$ cat config.mk
export PLATFORM = sky130hd
export DESIGN_NAME = router_src_arbiter
export DESIGN_NICKNAME = d
export VERILOG_FILES = /design/src/rtl/router_pkg.sv /design/src/rtl/router_rr_picker.sv /design/src/rtl/router_src_arbiter.sv
export SDC_FILE = /design/constraint.sdc
export NUM_CORES = 1
export LEC_CHECK = 0
export CAP_MARGIN = 20
export CORE_MARGIN = 4
export CORE_UTILIZATION = 41
export DETAILED_ROUTE_END_ITERATION = 8
export PLACE_DENSITY = 0.76
export SYNTH_ARGS = -nofsm -noshare
export SYNTH_HDL_FRONTEND = slang
export SYNTH_HIERARCHICAL = 1
export SYNTH_SLANG_ARGS = --single-unit
$ cat constraint.sdc
create_clock -name i_clock -period 1.75 [get_ports i_clock]
set_clock_uncertainty 0.1 [all_clocks]
set_input_delay 0.4375 -clock i_clock [delete_from_list [all_inputs] [get_ports i_clock]]
set_output_delay 0.4375 -clock i_clock [all_outputs]
set_load 0.05 [all_outputs]
$ cat src/rtl/router_pkg.sv
// Shared types and header-field layout for the router source arbiter.
package router_pkg;

  typedef enum logic [2:0] {IDLE, HDR, PAY, PAR, GAP} arb_state_e;

  localparam int HDR_LEN_MSB = 7;
  localparam int HDR_LEN_LSB = 2;
  localparam int HDR_ADDR_W  = 2;
  localparam int HDR_LEN_W   = HDR_LEN_MSB - HDR_ADDR_W + 1;

  // Payload length carried in the upper bits of a header byte.
  function automatic logic [HDR_LEN_W-1:0] hdr_len(input logic [7:0] b);
    return b[HDR_LEN_LSB +: HDR_LEN_W];
  endfunction

endpackage

$ cat src/rtl/router_rr_picker.sv
// Combinational masked round-robin: first requester at or after i_ptr, wrapping to the lowest.
module router_rr_picker #(
  parameter  int N_REQ = 4,
  localparam int IDW   = $clog2(N_REQ)
) (
  input  logic [N_REQ-1:0] i_req,
  input  logic [IDW-1:0]   i_ptr,
  output logic [N_REQ-1:0] o_pick,
  output logic             o_any
);

  logic [N_REQ-1:0] w_mask;
  logic [N_REQ-1:0] w_hi;
  logic [N_REQ-1:0] w_sel;

  generate
    for (genvar gi = 0; gi < N_REQ; gi++) begin : g_mask
      assign w_mask[gi] = (IDW'(gi) >= i_ptr);
    end
  endgenerate

  assign w_hi  = i_req & w_mask;
  assign w_sel = (|w_hi) ? w_hi : i_req;
  // Isolate the lowest set bit of the selected vector.
  assign o_pick = w_sel & (~w_sel + N_REQ'(1));
  assign o_any  = |i_req;

endmodule

$ cat src/rtl/router_src_arbiter.sv
// Packet-level round-robin arbiter feeding the router source port with pkt_valid framing.
// Optional parity checking is enabled by defining ROUTER_ARB_PARITY_CHK_EN.
module router_src_arbiter
  import router_pkg::*;
#(
  parameter  int N_REQ = 4,
  localparam int IDW   = $clog2(N_REQ)
) (
  input  logic               i_clock,
  input  logic               i_resetn,
  input  logic [N_REQ-1:0]   i_req_valid,
  input  logic [N_REQ*8-1:0] i_req_data,
  output logic [N_REQ-1:0]   o_req_ready,
  output logic [N_REQ-1:0]   o_grant,
  input  logic               i_busy,
  output logic [7:0]         o_data_in,
  output logic               o_pkt_valid,
  output logic               o_underrun,
  output logic               o_par_err
);

  arb_state_e             r_state;
  logic [IDW-1:0]         r_ptr;
  logic [IDW-1:0]         r_gidx;
  logic [N_REQ-1:0]       r_grant;
  logic [HDR_LEN_W-1:0]   r_cnt;
  logic [7:0]             r_data;
  logic                   r_pkt_valid;
  logic                   r_underrun;

  logic [N_REQ-1:0]       w_pick;
  logic                   w_any;
  logic [IDW-1:0]         w_pick_idx;
  logic [IDW-1:0]         w_next_ptr;
  logic [7:0]             w_byte;
  logic                   w_gvalid;
  logic                   w_active;
  logic [N_REQ-1:0]       w_ready;
  logic                   w_xfer;

  router_rr_picker #(.N_REQ(N_REQ)) u_picker (
    .i_req  (i_req_valid),
    .i_ptr  (r_ptr),
    .o_pick (w_pick),
    .o_any  (w_any)
  );

  always_comb begin
    w_byte     = '0;
    w_gvalid   = 1'b0;
    w_pick_idx = '0;
    for (int i = 0; i < N_REQ; i++) begin
      if (r_grant[i]) begin
        w_byte   = i_req_data[8*i +: 8];
        w_gvalid = i_req_valid[i];
      end
      if (w_pick[i]) w_pick_idx = IDW'(i);
    end
  end

  assign w_active   = (r_state == HDR) || (r_state == PAY) || (r_state == PAR);
  assign w_ready    = r_grant & {N_REQ{w_active & ~i_busy}};
  assign w_xfer     = |(i_req_valid & w_ready);
  assign w_next_ptr = (r_gidx == IDW'(N_REQ-1)) ? '0 : r_gidx + 1'b1;

  always_ff @(posedge i_clock or negedge i_resetn) begin
    if (!i_resetn) begin
      r_state     <= IDLE;
      r_ptr       <= '0;
      r_gidx      <= '0;
      r_grant     <= '0;
      r_cnt       <= '0;
      r_data      <= 8'h00;
      r_pkt_valid <= 1'b0;
      r_underrun  <= 1'b0;
    end else begin
      // Owner stalled the stream while the router could have taken a byte.
      r_underrun <= w_active & ~i_busy & ~w_gvalid;
      case (r_state)
        IDLE: begin
          if (w_any) begin
            r_grant <= w_pick;
            r_gidx  <= w_pick_idx;
            r_state <= HDR;
          end
        end
        HDR: begin
          if (w_xfer) begin
            r_data      <= w_byte;
            r_pkt_valid <= 1'b1;
            r_cnt       <= hdr_len(w_byte);
            r_state     <= (hdr_len(w_byte) != '0) ? PAY : PAR;
          end
        end
        PAY: begin
          if (w_xfer) begin
            r_data      <= w_byte;
            r_pkt_valid <= 1'b1;
            r_cnt       <= r_cnt - 1'b1;
            if (r_cnt == HDR_LEN_W'(1)) r_state <= PAR;
          end
        end
        PAR: begin
          if (w_xfer) begin
            r_data      <= w_byte;
            r_pkt_valid <= 1'b0;
            r_ptr       <= w_next_ptr;
            r_grant     <= '0;
            r_state     <= GAP;
          end
        end
        GAP:     r_state <= IDLE;
        default: r_state <= IDLE;
      endcase
    end
  end

`ifdef ROUTER_ARB_PARITY_CHK_EN
  logic [7:0] r_xor;
  logic       r_par_err;

  always_ff @(posedge i_clock or negedge i_resetn) begin
    if (!i_resetn) begin
      r_xor     <= 8'h00;
      r_par_err <= 1'b0;
    end else begin
      r_par_err <= 1'b0;
      if (w_xfer) begin
        case (r_state)
          HDR:     r_xor     <= w_byte;
          PAY:     r_xor     <= r_xor ^ w_byte;
          PAR:     r_par_err <= (w_byte != r_xor);
          default: r_xor     <= r_xor;
        endcase
      end
    end
  end

  assign o_par_err = r_par_err;
`else
  assign o_par_err = 1'b0;
`endif

  assign o_req_ready = w_ready;
  assign o_grant     = r_grant;
  assign o_data_in   = r_data;
  assign o_pkt_valid = r_pkt_valid;
  assign o_underrun  = r_underrun;

endmodule

== After elaboration in Yosys (flattened, before gate mapping) ==
Index checks and enable logic that the tools add are counted.
Word-level totals
  memory bits (writable): 0
  bits in registers: 27
  input port bits: 39
  output and inout bits: 19
  memories: 0
  latch bits: 0
  ROM bits: 0
Cells by class
  add/sub/neg operators: 3
  divide/modulo/power cells: 0
  reductions and logical operators: 19
  muxes and demuxes: 29
  $lt $le $gt $ge: 4
  bitwise operators: 9
  shift operators: 0
  equal/unequal tests: 11
  multiply operators: 0
Operators by type and width (count)
  $mux 8: 4
  $and 4x4->4: 4
  $mux 3: 5
  $mux 4: 3
  $mux 6: 2
  $pmux 3 s4: 1
  $pmux 6 s2: 1
  $reduce_or 4->1: 3
  $reduce_and 3->1: 3
  $mux 1: 8
  $pmux 4 s2: 1
  $eq 3x2->1 const B: 2
  $eq 6x1->1 const B: 1
  $mux 2: 3
  $ne 2x1->1 const B: 3
  $ne 2x2->1 const B: 3
  $reduce_and 2->1: 3
  $reduce_bool 2->1: 3
  $reduce_bool 6->1: 1
  $sub 6x1->6 const B: 1
  $reduce_and 5->1: 1
  $add 4x1->4 const B: 1
  $ge 1x2->1 const A: 2
  $ge 2x2->1 const A: 2
  11 further kinds: 14

== Depth between registers and ports, before layout ==
Gate-level depths: netlist (run 1).
  depth after elaboration: 10
  depth in mapped cells: 7
  gate-level depth less buffers: 6

== Hierarchy ==
The synthesis (run 1) kept the hierarchy.
By module, submodules not included
  router_src_arbiter: seq. area each 675.6 µm², times used 1, area each 1635.3 µm², cells an instance 177
  router_rr_picker: seq. area each 0.0 µm², times used 1, area each 113.9 µm², cells an instance 18

== Least setup slack after synthesis (run 1) ==
OpenSTA, ideal clock, no wires.
  path kind: reg-to-output
  from: register r_grant[3], in the netlist o_grant[3]
  to: output port o_req_ready[3]
  cell stages (with the launch flop): 4
  path buffers: 1
  arrival time: 2.572 ns
  setup slack: -1.359 ns
  cells stage by stage: dfrtp_1 > buf_4 > inv_1 > nor4_1
Between the ends
  cells in the longest elaborated chain, start to end: 1
Ends and longest elaborated chain
  start, declared: line router_src_arbiter.sv:25  | logic [N_REQ-1:0] r_grant;
  start signal, assigned: line router_src_arbiter.sv:82  | r_grant <= w_pick;
  $and 4x4->4: line router_src_arbiter.sv:62  | assign w_ready = r_grant & {N_REQ{w_active & ~i_busy}};
  end, declared: line router_src_arbiter.sv:13  | output logic [N_REQ-1:0] o_req_ready,
Every way passes these cells.

== Worst setup path after layout (run 1) ==
  from: register r_state[2]
  to: output port o_req_ready[0]
Between the ends
  cells in the longest elaborated chain, start to end: 5
  elaborated cells on any way between the ends: 7
Ends and longest elaborated chain
  start, declared: line router_src_arbiter.sv:22  | arb_state_e r_state;
  start signal, assigned: line router_src_arbiter.sv:92  | r_state <= (hdr_len(w_byte) != '0) ? PAY : PAR;
  $eq 3x1->1 or $eq 3x2->1 (tied branches): line router_src_arbiter.sv:61  | assign w_active = (r_state == HDR) || (r_state == PAY) || (r_state == PAR);
  $logic_or 1x1->1: line router_src_arbiter.sv:61
  $logic_or 1x1->1 *: line router_src_arbiter.sv:61
  $and 1x1->1 *: line router_src_arbiter.sv:62
  $and 4x4->4 *: line router_src_arbiter.sv:62
Mark *: on every way between the ends. The rest lies on a longest branch, timed or not.

==> results.cfg, run 1 <==
[setup_path]
end_kind = primary output
r2r-end = r_state[0]$_DFFE_PN0P_
worst-endpoint-arrival_ns = 1.42
timing.setup.critical_path_class = reg2out
worstSetupStartpoint = r_state[2]$_DFFE_PN0P_
worst-endpoint-required_ns = 1.21
reg2reg_setup_slack_ns = -0.14
startpoint_type = flop
critical_path_fanout_max = 4
worst-r2r-cell-count = 6
crit-reg2reg-launch = o_grant[3]$_DFFE_PN0P_

[synthesis]
synthesis.area_per_instance_sq_um = 8.97
ys.warnings.count = 6
synth_commonest_cells = sky130_fd_sc_hd__dfrtp_1, sky130_fd_sc_hd__nor2_1, sky130_fd_sc_hd__a21oi_1
area_leader_netlist = sky130_fd_sc_hd__dfrtp_1
synth_cell_type_count = 50
yosys-top-cells-area = sky130_fd_sc_hd__dfrtp_1, sky130_fd_sc_hd__nor2_1, sky130_fd_sc_hd__a21oi_1
synth_edf_count = 0
synth.ff_latch_count = 27
synthesis.area_sq_um = 1750
synth_largest_type_area_fraction_pct = 38.6
synth_fp_nets = 237
asr_flop_ratio_synth_pct = 100
top_ff_cell_synth = sky130_fd_sc_hd__dfrtp_1
synthCells = 195
yosysMostFrequentCell = sky130_fd_sc_hd__dfrtp_1
ys_seq_area_share_pct = 38.6

[cells_and_area]
layout.filler_cells = 216
layout-area-overhead-vs-synth_pct = 87.3
antennaDiodeCount = 0
fin_util_pct = 80.7
drive_gt1_share_pct = 47.0
final_cell_count_no_fill = 348
net_count_reported_at_finish = 341

[power]
power.density_nw_per_um2 = 1910
ir_worst_vdd_mv = 1.06
static-leakage-power_uw = 0.00136
power.total_uw = 6240

[timing]
final-setup-viol-count = 25
report.final.slew_viol_count = 0
clock.fmax_mhz = 511
unrepaired_setup_endpoints_after_global_routing = true
finalWorstPathRequiredPeriod_ns = 1.96
final.period_utilization_pct = 112
totalNegativeSetupSlack_ns = -1.96
final-hold-violation-count = 0
postLayoutSetupSlackWorst_ns = -0.208

[hold_path]
worst_hold_path_type = in2async

[placement]
gp_routability_congestion = 0.813
numPlacedInstances = 329
hpwl_microns = 4210
buffer_ports.inserted = 56

[clock_network]
cts_max_level = 1
cts-buffers-inserted = 3
worst_skew_pair_latency_ns = 0.29
tritoncts_num_sinks = 27
clockBufferDepth = 2
cts-hold-fix-buffers = 0
clock_tree.root_cell = sky130_fd_sc_hd__clkbuf_8
tritoncts = done
clkSlewWorstSetupHoldPaths_ns = 0.10

[floorplan]
placementRows = 23
design.core.area_sq_um = 4060
design.die.area_sq_um = 5380
die-width_microns = 73.3
die_h_microns = 73.3
initial_core_util_pct = 43.1
ios = 58

[drt]
wl_microns = 6920
drt_drc_violations_left = 0
remaining_antenna_violation_count_after_routing = 0
vias = 2090
drt-wirelength-per-cell_microns = 19.9
viasPerCell = 6.01
firstDrtPassIters = 4
drc_violation_total_after_the_first_tritonroute_iteration = 165

[flow_run]
max_cap_violations = 0

[global_routing]
first_global_vias = 2031
grt_remaining_overflow = 0
gr-usage-all-layers_pct = 23.2
grt_antenna_before_repair = 0
grt_start_max_net_pins = 28
grt_first_pass_wirelength_microns = 9670

[run_status]
violations = setup timing
status = complete, but fails checks
## what timing repair did
action,CTS,global route
buffers inserted,9,5
setup endpoints to repair,29,28
gates cloned,0,1
pin swaps,9,18
gates resized for setup,30,40
## layer usage
layer / global-route usage, % / part of all wire, % / wire, microns / vias up
li1: - / - / - / 920
met1: 27.6 / 39 / 2670 / 1041
met2: 41.2 / 52 / 3590 / 108
met3: 3.97 / 7.2 / 495 / 21
met4: 9.05 / 2.3 / 157 / 0
met5: 0 / 0 / 0 / -
## critical path, stage by stage, from the launching register on
cell and delay (ns):
sky130_fd_sc_hd__dfrtp_2 0.46, sky130_fd_sc_hd__nor3_2 0.23, sky130_fd_sc_hd__buf_4 0.16, sky130_fd_sc_hd__and2_4 0.15, sky130_fd_sc_hd__buf_12 0.13
## worst max-delay path by stage
| stage | end | cells past startpoint |
|---|---|---|
| final | o_req_ready[0] | 4 |
| after global routing | o_req_ready[0] | 4 |
| after CTS | o_req_ready[3] | 4 |
| after detailed placement | r_state[0]$_DFFE_PN0P_ | 8 |
| after global placement | r_state[0]$_DFFE_PN0P_ | 8 |
| after floorplan | o_req_ready[3] | 3 |
## registers in the layout, summed over array words and instances (netlist names)
| signal | cells |
|---|---|
| r_gidx | 2 |
| r_cnt | 6 |
| r_ptr | 2 |
| o_data_in | 8 |
| o_grant | 4 |
| r_state | 3 |
| o_underrun | 1 |
| o_pkt_valid | 1 |
## cell families after synthesis
kind of cell               Yosys count  synth area share [%]
and+or+nand+nor                     71                  20.3
buffers and inverters               17                  5.44
muxes                                7                  4.51
other                                1                 0.214
adders and majority gates            3                  2.15
AOI/OAI and AO/OA                   69                  28.8
DFF                                 27                  38.6
## layout make-up
class                   count  area [sq um]  area share [%]
repair buffers            107          1160            35.4
clock buffers               3          41.3            1.26
multi-input cells         152          1290            39.3
inverters                   8          36.3            1.11
clock inverters             1          5.00           0.153
well taps                  50          62.6            1.91
flip-flops and latches     27           682            20.8
## layout by cell type (no fill, tap or decap), drive strengths merged, types with 2 or more instances in the layout
cell and n:
dlygate4sd2 5, nand2 13, and2 6, a22oi 5, a21oi 17, buf 69
dfrtp 27, a211oi 4, nor4 2, o221a 2, o21ai 17, mux2 7
nand2b 4, o31ai 2, nand3 3, nor2b 7, inv 7, a221oi 6
ha 3, clkdlybuf4s50 33, nor3b 2, o22ai 8, nor3 6, nor2 24
clkbuf 3
## power by group
group | internal, uW | switching [uW] | total [uW]
clock | 161 | 220 | 381
sequential | 917 | 368 | 1280
combinational | 2240 | 2340 | 4580
total | 3320 | 2930 | 6240
## stage by stage
stage	setup slack (ns)	area [sq um]	hold WS, ns
after floorplan	-0.227	1820	0.0419
after global placement	-0.567	2840	0.385
after detailed placement	-0.618	2840	0.410
after CTS	-0.179	3070	0.414
after global routing	-0.267	3280	0.446
final	-0.208	3280	0.417
Note: power is estimated with default switching activity, not from simulation.
==> run 2: changes to the inputs <==
--- a/config.mk
+++ b/config.mk
@@ -5,8 +5,9 @@
 export SDC_FILE = /design/constraint.sdc
 export NUM_CORES = 1
 export LEC_CHECK = 0
+export ABC_CLOCK_PERIOD_IN_PS = 1750
 export CAP_MARGIN = 20
-export CORE_MARGIN = 4
+export CORE_MARGIN = 2
 export CORE_UTILIZATION = 41
 export DETAILED_ROUTE_END_ITERATION = 8
 export PLACE_DENSITY = 0.76
==> run 2 against run 1 <==
Final area increased by 4.1%. Critical path depth did not move. Clock power rose by 5.2%. Power increased by 4.6%. Critical endpoint is now o_req_ready[3]. Non-clock buffer count is 9 higher. The run still ends with setup timing left. Final cell count increased by 2.3%. Worst hold slack got worse by 0.0077 ns. Core utilization rose by 3.3 points. Global-route usage up 4.0 points. Sequential share of layout area shrank 0.82 points.
==> results.cfg, run 2 (same netlist as run 1, synthesis figures left out) <==
[floorplan]
die-width_microns = 69.3
design.core.area_sq_um = 4060
design.die.area_sq_um = 4800
ios = 58
die_h_microns = 69.3
initial_core_util_pct = 43.1
placementRows = 23

[placement]
gp_routability_congestion = 0.866
hpwl_microns = 4180
buffer_ports.inserted = 56

[global_routing]
grt_start_max_net_pins = 28
grt_remaining_overflow = 0
gr-usage-all-layers_pct = 27.1
grt_first_pass_wirelength_microns = 10300
first_global_vias = 2130
grt_antenna_before_repair = 0

[setup_path]
startpoint_type = flop
timing.setup.critical_path_class = reg2out
worst-endpoint-required_ns = 1.21
worst-endpoint-arrival_ns = 1.44
critical_path_fanout_max = 2
end_kind = primary output

[power]
switching_share_pct = 47.3
cellInternalPower_uw = 3440
power_frac_clock_pct = 6.1
power.density_nw_per_um2 = 1920
ir_worst_vdd_mv = 1.39
power.net_switching_uw = 3090
share_of_total_power_in_sequential_cells_pct = 19.9
static-leakage-power_uw = 0.00142
power_frac_comb_pct = 74.0

[cells_and_area]
largest_reg_flops = 8
net_count_reported_at_finish = 349
layout-area-overhead-vs-synth_pct = 94.9
antennaDiodeCount = 0
final_common_cell = sky130_fd_sc_hd__buf_4
layout.cells.most_common_list = sky130_fd_sc_hd__buf_4, sky130_fd_sc_hd__clkdlybuf4s50_1, sky130_fd_sc_hd__nor2_1, sky130_fd_sc_hd__dfrtp_1, sky130_fd_sc_hd__buf_12
drive_gt1_share_pct = 50.0

[timing]
finalWorstPathRequiredPeriod_ns = 1.98
final-setup-viol-count = 26
postLayoutSetupSlackWorst_ns = -0.231
totalNegativeSetupSlack_ns = -3.47
clock.fmax_mhz = 505
final-hold-violation-count = 0
whs_ns = 0.409
unrepaired_setup_endpoints_after_global_routing = true
report.final.slew_viol_count = 0
final.period_utilization_pct = 113

[drt]
drt_drc_violations_left = 0
drt-wirelength-per-cell_microns = 21.2
firstDrtPassIters = 4
wl_microns = 7550
remaining_antenna_violation_count_after_routing = 0
drc_violation_total_after_the_first_tritonroute_iteration = 119
vias = 2124
viasPerCell = 5.97

[clock_network]
clock_tree.root_cell = sky130_fd_sc_hd__clkbuf_8
worst_skew_pair_latency_ns = 0.30
cts_max_level = 1
clockBufferDepth = 2
clkSlewWorstSetupHoldPaths_ns = 0.11
tritoncts_num_sinks = 27
cts-buffers-inserted = 3
tritoncts = done

[run_status]
violations = setup timing
status = complete, but fails checks

[flow_run]
max_cap_violations = 0

[hold_path]
worst_hold_path_type = in2async
==> run 2: changes by cell type in the layout (fill, tap and decap cells not counted), sizes merged <==
| cell | change |
|---|---|
| buf | +9 |
| clkdlybuf4s15 | +1 |
| clkinv | -1 |
| dlygate4sd2 | -1 |
| clkinvlp | +1 |
| o21ai | -1 |
==> run 2: worst max-delay path, stage by stage (launching register included) <==
cell and delay [ns]:
sky130_fd_sc_hd__dfrtp_2 0.42, sky130_fd_sc_hd__buf_6 0.12, sky130_fd_sc_hd__clkinvlp_4 0.09, sky130_fd_sc_hd__nor4_4 0.34, sky130_fd_sc_hd__buf_12 0.19
==> run 2: area by class of cell <==
| cell class | count | area, sq um |
|---|---|---|
| repair buffers | 116 | 1260 |
| well taps | 50 | 62.6 |
| multi-input cells | 151 | 1320 |
| flip-flops and latches | 27 | 682 |
| clock buffers | 3 | 41.3 |
| inverters | 8 | 36.3 |
| clock inverters | 1 | 7.51 |
| fillers | 199 | 648 |
==> run 2: per-layer routing <==
layer	global-route usage, %	vias to the layer above	wire, microns
li1	-	941	-
met1	32.5	1050	2950
met2	46.6	110	3890
met3	5.38	23	441
met4	12.6	0	271
met5	0	-	0
==> run 2: path summary, 6_finish.rpt <==
| path | to | cells after the start | startpoint | slack [ns] |
|---|---|---|---|---|
| max | o_req_ready[3] | 4 | o_grant[3]$_DFFE_PN0P_ | -0.23 |
| min | o_data_in[2]$_DFFE_PN0P_ | 2 | i_resetn | 0.41 |
| max reg2reg | r_cnt[1]$_DFFE_PN0P_ | 9 | o_grant[3]$_DFFE_PN0P_ | -0.23 |
| min reg2reg | r_ptr[0]$_DFFE_PN0P_ | 1 | r_gidx[0]$_DFFE_PN0P_ | 0.46 |
| max in group asynchronous | o_grant[2]$_DFFE_PN0P_ | 2 | i_resetn | 0.84 |
| min in group i_clock | r_ptr[0]$_DFFE_PN0P_ | 1 | r_gidx[0]$_DFFE_PN0P_ | 0.46 |
==> run 2: metrics by stage <==
stage / total power [uW] / util, % / setup slack, ns / instance area [sq um] / cells
after global placement: 4870 / 71.1 / -0.468 / 2890 / 335
final: 6530 / 84.0 / -0.231 / 3410 / 356
after CTS: 5920 / 79.7 / -0.197 / 3230 / 356
after floorplan: 3270 / - / -0.227 / 1820 / 195
after detailed placement: 4970 / 71.1 / -0.563 / 2890 / 335
after global routing: 6810 / 84.0 / -0.266 / 3410 / 356
==> run 2: power by group through the flow <==
stage | logic (uW) | registers, uW | clock network, uW
after floorplan | 1620 | 1650 | 0
after global placement | 3630 | 1240 | 0
after detailed placement | 3730 | 1250 | 0
after CTS | 4280 | 1250 | 390
after global routing | 5070 | 1320 | 420
final | 4830 | 1300 | 401
==> run 2: repair_timing <==
| item | CTS | global route |
|---|---|---|
| pin swaps | 16 | 19 |
| resized for setup | 43 | 44 |
| hold endpoints to repair | 0 | 0 |
| setup endpoints to repair | 30 | 28 |
| cloned | 1 | 0 |
| hold buffers | 0 | 0 |
| setup buffers | 16 | 5 |
